--- src/rtl/des_pkg.sv ---
// Shared widths, state encoding and shift table for the iterative DES key sequencer.
package des_pkg;

    localparam int unsigned KEY_W      = 64;
    localparam int unsigned CD_W       = 56;
    localparam int unsigned HALF_W     = 28;
    localparam int unsigned RK_W       = 48;
    localparam int unsigned NUM_ROUNDS = 16;
    localparam int unsigned IDX_W      = $clog2(NUM_ROUNDS);
    // Round number 1..NUM_ROUNDS (plus one spare code) needs one bit more than the beat index.
    localparam int unsigned K_W        = IDX_W + 1;

    typedef enum logic {
        IDLE = 1'b0,
        RUN  = 1'b1
    } state_e;

    // s(k) == 2 for every round except 1, 2, 9 and 16 (which shift by 1).
    function automatic logic shift_is_two(input logic [K_W-1:0] k);
        return !((k == K_W'(1)) || (k == K_W'(2)) || (k == K_W'(9)) || (k == K_W'(16)));
    endfunction

endpackage

--- src/rtl/des_cd_rotator.sv ---
// Per-half C/D rotate by 1 or 2, left or right.
module des_cd_rotator
    import des_pkg::*;
(
    input  logic [CD_W-1:0] cd_i,
    input  logic            left_i,
    input  logic            two_i,
    output logic [CD_W-1:0] cd_o
);

    function automatic logic [HALF_W-1:0] rot(input logic [HALF_W-1:0] h,
                                              input logic left, input logic two);
        logic [HALF_W-1:0] r;
        if (left) begin
            r = two ? {h[HALF_W-3:0], h[HALF_W-1:HALF_W-2]} : {h[HALF_W-2:0], h[HALF_W-1]};
        end else begin
            r = two ? {h[1:0], h[HALF_W-1:2]} : {h[0], h[HALF_W-1:1]};
        end
        return r;
    endfunction

    assign cd_o = {rot(cd_i[CD_W-1:HALF_W], left_i, two_i),
                   rot(cd_i[HALF_W-1:0],    left_i, two_i)};

endmodule

--- src/rtl/pc1.sv ---
// DES permuted choice 1: 64-bit key to 56-bit C/D, dropping parity bits.
module pc1
    import des_pkg::*;
(
    input  logic [KEY_W-1:0] key_i,
    output logic [CD_W-1:0]  cd_o
);

    // Entry i names the 1-based (MSB-first) key bit that lands in output bit i (MSB-first).
    localparam int unsigned TAB [CD_W] = '{
        57, 49, 41, 33, 25, 17,  9,  1, 58, 50, 42, 34, 26, 18,
        10,  2, 59, 51, 43, 35, 27, 19, 11,  3, 60, 52, 44, 36,
        63, 55, 47, 39, 31, 23, 15,  7, 62, 54, 46, 38, 30, 22,
        14,  6, 61, 53, 45, 37, 29, 21, 13,  5, 28, 20, 12,  4
    };

    for (genvar i = 0; i < CD_W; i++) begin : g_bit
        assign cd_o[CD_W-1-i] = key_i[KEY_W-TAB[i]];
    end

    // Parity bits are intentionally discarded.
    logic unused_parity;
    assign unused_parity = ^{key_i[56], key_i[48], key_i[40], key_i[32],
                             key_i[24], key_i[16], key_i[8],  key_i[0]};

endmodule

--- src/rtl/pc2.sv ---
// DES permuted choice 2: 56-bit C/D to 48-bit round key.
module pc2
    import des_pkg::*;
(
    input  logic [CD_W-1:0] cd_i,
    output logic [RK_W-1:0] rk_o
);

    localparam int unsigned TAB [RK_W] = '{
        14, 17, 11, 24,  1,  5,  3, 28, 15,  6, 21, 10,
        23, 19, 12,  4, 26,  8, 16,  7, 27, 20, 13,  2,
        41, 52, 31, 37, 47, 55, 30, 40, 51, 45, 33, 48,
        44, 49, 39, 56, 34, 53, 46, 42, 50, 36, 29, 32
    };

    for (genvar i = 0; i < RK_W; i++) begin : g_bit
        assign rk_o[RK_W-1-i] = cd_i[CD_W-TAB[i]];
    end

    // C/D bits 9, 18, 22, 25, 35, 38, 43, 54 never reach the round key.
    logic unused_cd;
    assign unused_cd = ^{cd_i[47], cd_i[38], cd_i[34], cd_i[31],
                         cd_i[21], cd_i[18], cd_i[13], cd_i[2]};

endmodule

--- src/rtl/des_key_sequencer.sv ---
// Iterative DES key schedule: one C/D register streams 16 round keys per loaded key.
module des_key_sequencer
    import des_pkg::*;
(
    input  logic             clk,
    input  logic             rst_n,
    input  logic [KEY_W-1:0] key_in,
    input  logic             decrypt,
    input  logic             key_valid,
    output logic             key_ready,
    input  logic             abort,
    input  logic             rk_ready,
    output logic             rk_valid,
    output logic [RK_W-1:0]  round_key,
    output logic [IDX_W-1:0] round_idx,
    output logic             busy,
    output logic             done
);

    // cd_q always holds the C/D pair whose PC-2 is the key being presented, so the
    // round key can be registered straight from cd_d through a single PC-2.
    state_e           state_q, state_d;
    logic [CD_W-1:0]  cd_q, cd_d;
    logic [IDX_W-1:0] idx_q, idx_d;
    logic             mode_q, mode_d;
    logic             done_d;

    logic             key_ready_q, rk_valid_q, busy_q, done_q;
    logic [RK_W-1:0]  round_key_q;
    logic [IDX_W-1:0] round_idx_q;

    logic [CD_W-1:0]  pc1_cd, rot_in, rot_out;
    logic [RK_W-1:0]  rk_d;
    logic             rot_left, rot_two;
    logic [K_W-1:0]   rot_k;

    pc1 u_pc1 (.key_i(key_in), .cd_o(pc1_cd));

    des_cd_rotator u_rot (
        .cd_i   (rot_in),
        .left_i (rot_left),
        .two_i  (rot_two),
        .cd_o   (rot_out)
    );

    pc2 u_pc2 (.cd_i(cd_d), .rk_o(rk_d));

    // Rotator setup: load pre-rotates for K1; encrypt steps to C(idx+2); decrypt steps back.
    always_comb begin
        rot_in   = cd_q;
        rot_left = 1'b1;
        rot_k    = K_W'(idx_q) + K_W'(2);
        if (state_q == IDLE) begin
            rot_in = pc1_cd;
            rot_k  = K_W'(1);
        end else if (mode_q) begin
            rot_left = 1'b0;
            rot_k    = K_W'(NUM_ROUNDS) - K_W'(idx_q);
        end
        rot_two = shift_is_two(rot_k);
    end

    // Next-state: load, step on accept, abort with priority over both.
    always_comb begin
        state_d = state_q;
        cd_d    = cd_q;
        idx_d   = idx_q;
        mode_d  = mode_q;
        done_d  = 1'b0;
        case (state_q)
            IDLE: begin
                if (!abort && key_valid) begin
                    state_d = RUN;
                    mode_d  = decrypt;
                    idx_d   = '0;
                    cd_d    = decrypt ? pc1_cd : rot_out;
                end
            end
            RUN: begin
                if (abort) begin
                    state_d = IDLE;
                    cd_d    = '0;
                    idx_d   = '0;
                end else if (rk_ready) begin
                    if (idx_q == IDX_W'(NUM_ROUNDS - 1)) begin
                        state_d = IDLE;
                        cd_d    = '0;
                        idx_d   = '0;
                        done_d  = 1'b1;
                    end else begin
                        cd_d  = rot_out;
                        idx_d = idx_q + IDX_W'(1);
                    end
                end
            end
            default: state_d = IDLE;
        endcase
    end

    // State and registered outputs.
    always_ff @(posedge clk or negedge rst_n) begin
        if (!rst_n) begin
            state_q     <= IDLE;
            cd_q        <= '0;
            idx_q       <= '0;
            mode_q      <= 1'b0;
            key_ready_q <= 1'b1;
            rk_valid_q  <= 1'b0;
            busy_q      <= 1'b0;
            done_q      <= 1'b0;
            round_key_q <= '0;
            round_idx_q <= '0;
        end else begin
            state_q     <= state_d;
            cd_q        <= cd_d;
            idx_q       <= idx_d;
            mode_q      <= mode_d;
            key_ready_q <= (state_d == IDLE);
            rk_valid_q  <= (state_d == RUN);
            busy_q      <= (state_d == RUN);
            done_q      <= done_d;
            round_key_q <= rk_d;
            round_idx_q <= idx_d;
        end
    end

    assign key_ready = key_ready_q;
    assign rk_valid  = rk_valid_q;
    assign busy      = busy_q;
    assign done      = done_q;
    assign round_key = round_key_q;
    assign round_idx = round_idx_q;

endmodule

--- config.mk ---
export PLATFORM = sky130hd
export DESIGN_NAME = des_key_sequencer
export DESIGN_NICKNAME = d
export VERILOG_FILES = /design/src/rtl/des_pkg.sv /design/src/rtl/des_cd_rotator.sv /design/src/rtl/pc1.sv /design/src/rtl/pc2.sv /design/src/rtl/des_key_sequencer.sv
export SDC_FILE = /design/constraint.sdc
export NUM_CORES = 1
export LEC_CHECK = 0
export BUFFER_PORTS_ARGS = -buffer_cell sky130_fd_sc_hd__buf_2
export CELL_PAD_IN_SITES_DETAIL_PLACEMENT = 1
export CELL_PAD_IN_SITES_GLOBAL_PLACEMENT = 2
export CORE_UTILIZATION = 42
export DETAILED_ROUTE_END_ITERATION = 8
export PLACE_DENSITY_LB_ADDON = 0.1
export SYNTH_ARGS = -nofsm -noshare
export SYNTH_HDL_FRONTEND = slang
export SYNTH_HIERARCHICAL = 1
export SYNTH_SLANG_ARGS = --single-unit
--- constraint.sdc ---
create_clock -name clk -period 9 [get_ports clk]
set_input_delay 0.9 -clock clk [delete_from_list [all_inputs] [get_ports clk]]
set_output_delay 0.9 -clock clk [all_outputs]
set_load 0.005 [all_outputs]
# Word level (Yosys, flattened, before mapping)

Cells that the tools add are included.

Reductions and logical operators: 7
Equality and inequality tests: 7
Muxes and demuxes: 31
Bitwise operators: 2
$add $sub $neg: 3

Operators by type and width:

| cell                                                                   | count |
|---|---|
| 56-bit 2-to-1 mux                                                      | 6 |
| 28-bit 2-to-1 mux                                                      | 6 |
| 56-bit case mux with 2 select lines                                    | 1 |
| 4-bit 2-to-1 mux                                                       | 4 |
| 1-bit 2-to-1 mux                                                       | 10 |
| 5-bit 2-to-1 mux                                                       | 2 |
| 4-bit case mux with 2 select lines                                     | 1 |
| 4-bit by 2-bit adder with 5-bit output (second input constant)         | 1 |
| 5-bit by 1-bit equality test with 1-bit output (second input constant) | 1 |
| 5-bit by 2-bit equality test with 1-bit output (second input constant) | 1 |
| 5-bit by 4-bit equality test with 1-bit output (second input constant) | 1 |
| 5-bit equality test (second input constant)                            | 1 |
| 5-bit by 4-bit subtractor with 5-bit output (first input constant)     | 1 |
| 4-bit by 1-bit adder with 4-bit output (second input constant)         | 1 |
| 4-bit equality test (second input constant)                            | 1 |
| 2-bit AND reduction                                                    | 2 |
| 1-bit logical OR                                                       | 3 |
| 3-bit != test (second input constant)                                  | 1 |
| 2-bit by 1-bit != test with 1-bit output (second input constant)       | 1 |
| 1-bit inverter                                                         | 2 |
| 1-bit case mux with 2 select lines                                     | 1 |
| 1-bit logical AND                                                      | 1 |
| 1-bit zero test                                                        | 1 |

Logic and storage cells: 58
Register bits: 112

# Depth between registers and ports, before layout

Depth in word-level cells: 13
Mapped depth: 12
Depth with buffers taken out: 10

# Hierarchy

The synthesis kept the hierarchy.

By module, submodules not included:

| module            | cells each | seq. area each (um^2) | instances | area an instance (um^2) |
|---|---|---|---|---|
| des_key_sequencer | 557        | 2803.9                | 1         | 6124.6 |
| des_cd_rotator    | 68         | 0.0                   | 1         | 1390.1 |
| pc1               | 56         | 0.0                   | 1         | 420.4 |
| pc2               | 48         | 0.0                   | 1         | 360.3 |

# Least setup slack after synthesis

Ideal clock, no wire load.

Path kind: reg2reg
Start: register round_idx[0] (netlist name)
End: register round_key_q[24], in the netlist round_key[24]
Setup time: 0.115 ns
Slack: 6.154 ns
Stages on the path, launching flop included: 12
Arrival: 2.731 ns
Period minus slack after synthesis: 2.846 ns
Path through: dfrtp_1 inv_1 ha_1 o211ai_1 a31oi_1 o311ai_2 buf_4 mux4_2 mux2_2 mux2i_1 o22ai_1 buf_4

RTL lines:

| what                   | RTL line                 | text |
|---|---|---|
| end signal: assignment | des_key_sequencer.sv:122 | `round_key_q <= rk_d;` |
| end: declaration       | des_key_sequencer.sv:29  | `logic [RK_W-1:0] round_key_q;` |

==> metrics.md <==
| Metric | Value |
|---|---|
| Crit start category | flop |
| Crit path from | busy |
| Sequential fraction of the synthesis area | 33.8% |
| Final Critical Period | 3.91 ns |
| TritonCTS buffer count | 9 |
| Initial core utilization | 42.8% |
| Remaining DRCs | 0 |
| Placed cells | 949 |
| Routed len/inst | 22.8 um |
| Most frequent cell after synthesis | buf_4 |
| Ys async rst share | 100% |
| Design Power | 1.58 mW |
| RSZ-0062 raised after global routing | no |
| CTS H-tree lvls | 3 |
| Die Y | 143 um |
| Max-cap violations | 0 |
| Reg clk slew, reported paths | 0.07 ns |
| DRT antenna net count | 0 |
| Worst slew pin tran | 1.13 ns |
| Max-slew violations | 0 |
| Worst hold stages | 2 |
| Crit path max fanout | 65 |
| F_max | 0.256 GHz |
| Non-filler instance count after layout | 966 |
| Fin Clk Skew | 0.00917 ns |
| Vias in the first global route | 6282 |
| Initial antenna violation count | 2 |
| CTS hold repair buffers | 0 |
| Period utilization | 43.5% |
| M1 wire length | 10300 um |
| Synth cell types | 38 |
| Wire length on met2 | 10700 um |
| Post-CTS Resized | 0 |
| Number of port buffers | 117 |
| #FFs+latches synth | 112 |
| Final WL | 22000 um |
| Placer Congestion | 0.727 |
| R2r startpoint | busy |
| Primary FF master, synth | dfrtp_1 |
| R2r setup slk | 5.09 ns |
| Synthesized Nets | 803 |
| CTS Buffer Depth | 2 |
| Min-delay src | cd_q[2] |
| Clock root cell | clkbuf_16 |
| DR iter-0 viols | 324 |
| Via count | 5874 |
| Worst rel slew slack | 24.5% |
| Hold EP | cd_q[2] |
| First-pass GRT wire length | 35500 um |
| Synth area leader | dfrtp_1 |
| Most frequent cells after synthesis | buf_4 (121), dfrtp_1 (111), nand2_1 (60) |
| Die area | 20300 um^2 |
| Number of enable flip-flop cells after synthesis | 0 |
| Synth top area share | 33.5% |
| Crit path DAT | 4.10 ns |
| Max layer used | met5 |
| DIE WIDTH | 143 um |
| Dominant cells by area after synthesis | dfrtp_1 (33%), mux4_2 (15%), buf_4 (11%), mux2_2 (7.9%), mux2i_1 (6.8%) |
| Pin count of the biggest net entering global routing | 81 |
| Min Hold Slack | 0.511 ns |
| CTS tree | done |
| Critical Path RT | 9.19 ns |
| Reg2Reg Depth | 9 |
| Layout cells sized above 1 | 37.9% |
| Worst hold path class | flop to flop |
| Setup violators final | 0 |
| R2R Path End | cd_q[54] |
| Nets | 769 |
| Vias per inst | 6.08 |
| Synthesized netlist cell count | 729 |
| Synth warn | 6 |
| VDD IR max | 98.1 uV |
| Sink Count | 112 |
| Crit Path Category | flop to flop |
| Power per cell area | 189 nW/um^2 |
| Area of the core | 19400 um^2 |
| Row cnt | 51 |
| Mapped Avg Cell Area | 11.4 um^2 |
| I/O pins | 126 |
| First drt pass iteration count | 4 |
| Worst skew pair latency | 0.36 ns |
| Final number of hold-violating endpoints | 0 |
| Pleak | 3.62 nW |
| Area growth, synth to finish | 0.890% |
| Mapped cell area | 8300 um^2 |
| Worst setup EP type | flop |
| Post-CTS Setup Bufs | 0 |
| Met3 WL | 887 um |
| Gr usage total | 22.8% |
| DP HPWL | 13400 um |
| Setup TNS | 0 ns |
| Grt total ovfl | 0 |
| Status | completed |
==> sequential cells by signal (all words and copies together), names as in the netlist <==
register / flops
cd_q: 56
done: 1
key_ready: 1
busy: 1
round_idx: 4
mode_q: 1
round_key: 48
==> cell type report <==
type | count | area, um^2
antenna | 1 | 2.50
clock buffer | 10 | 239
timing repair buffer | 125 | 653
clock inverter | 6 | 92.6
inverter | 6 | 22.5
tap | 265 | 332
sequential | 112 | 2810
multi-input combinational | 441 | 4220
fill | 2133 | 11000
==> worst max-delay path, cell delays in order (launching register included) <==
cell and delay (ns):
dfrtp_2 0.39, buf_4 0.78, inv_2 0.18, or3_1 0.46, o311ai_4 0.10, buf_4 0.68
mux4_2 0.61, mux2_2 0.27, mux2i_1 0.14, o22ai_1 0.11
==> power breakdown <==
part	internal, mW	total (mW)	switching (mW)
Clock	0.253	0.455	0.202
Sequential	0.586	0.630	0.0446
Combinational	0.245	0.498	0.253
==> metal layers <==
metal	global-route usage, %	vias to the layer above
li1	-	2574
met1	32.5	3134
met2	36.7	149
met3	3.03	15
met4	5.66	2
met5	0	-
==> how the worst max path moves through the flow <==
| stage | cells past startpoint | end | slack [ns] |
|---|---|---|---|
| finish | 9 | cd_q[54] | 5.09 |
| global route | 9 | cd_q[54] | 4.90 |
| CTS | 9 | cd_q[54] | 5.11 |
| detailed placement | 9 | round_key[24] | 5.13 |
| global placement | 9 | cd_q[54] | 5.18 |
| floorplan | 11 | round_key[24] | 6.15 |
==> stage by stage <==
stage / setup slack [ns] / util (%) / cell area [um^2]
2_1_floorplan: 6.15 / - / 8300
3_3_place_gp: 5.18 / 41.4 / 8040
3_5_place_dp: 5.13 / 41.4 / 8040
4_1_cts: 5.11 / 43.1 / 8370
5_1_grt: 4.90 / 43.1 / 8370
6_report: 5.09 / 43.1 / 8370
==> placed cells by master (no fill, tap or decap), types with 4 or more instances in the layout <==
cell,count
nor2b_1,58
dfrtp_1,110
clkbuf_16,9
mux4_2,56
o21ai_0,8
a31oi_1,57
buf_4,11
mux2_2,58
nand2_1,58
ha_1,4
buf_2,114
mux2i_1,56
inv_1,5
o221ai_1,55
==> logic make-up (layout without fill, tap and decap cells) <==
logic type | after synthesis | in the layout | share of synthesized area (%)
compound gates | 132 | 132 | 11.7
fa+ha+maj | 4 | 4 | 0.603
buf+inv | 176 | 147 | 15.6
flops | 112 | 112 | 33.8
mux | 170 | 170 | 29.8
other cells | 0 | 1 | 0
simple gates | 135 | 135 | 8.39
Power figures use the tool's default switching activity.
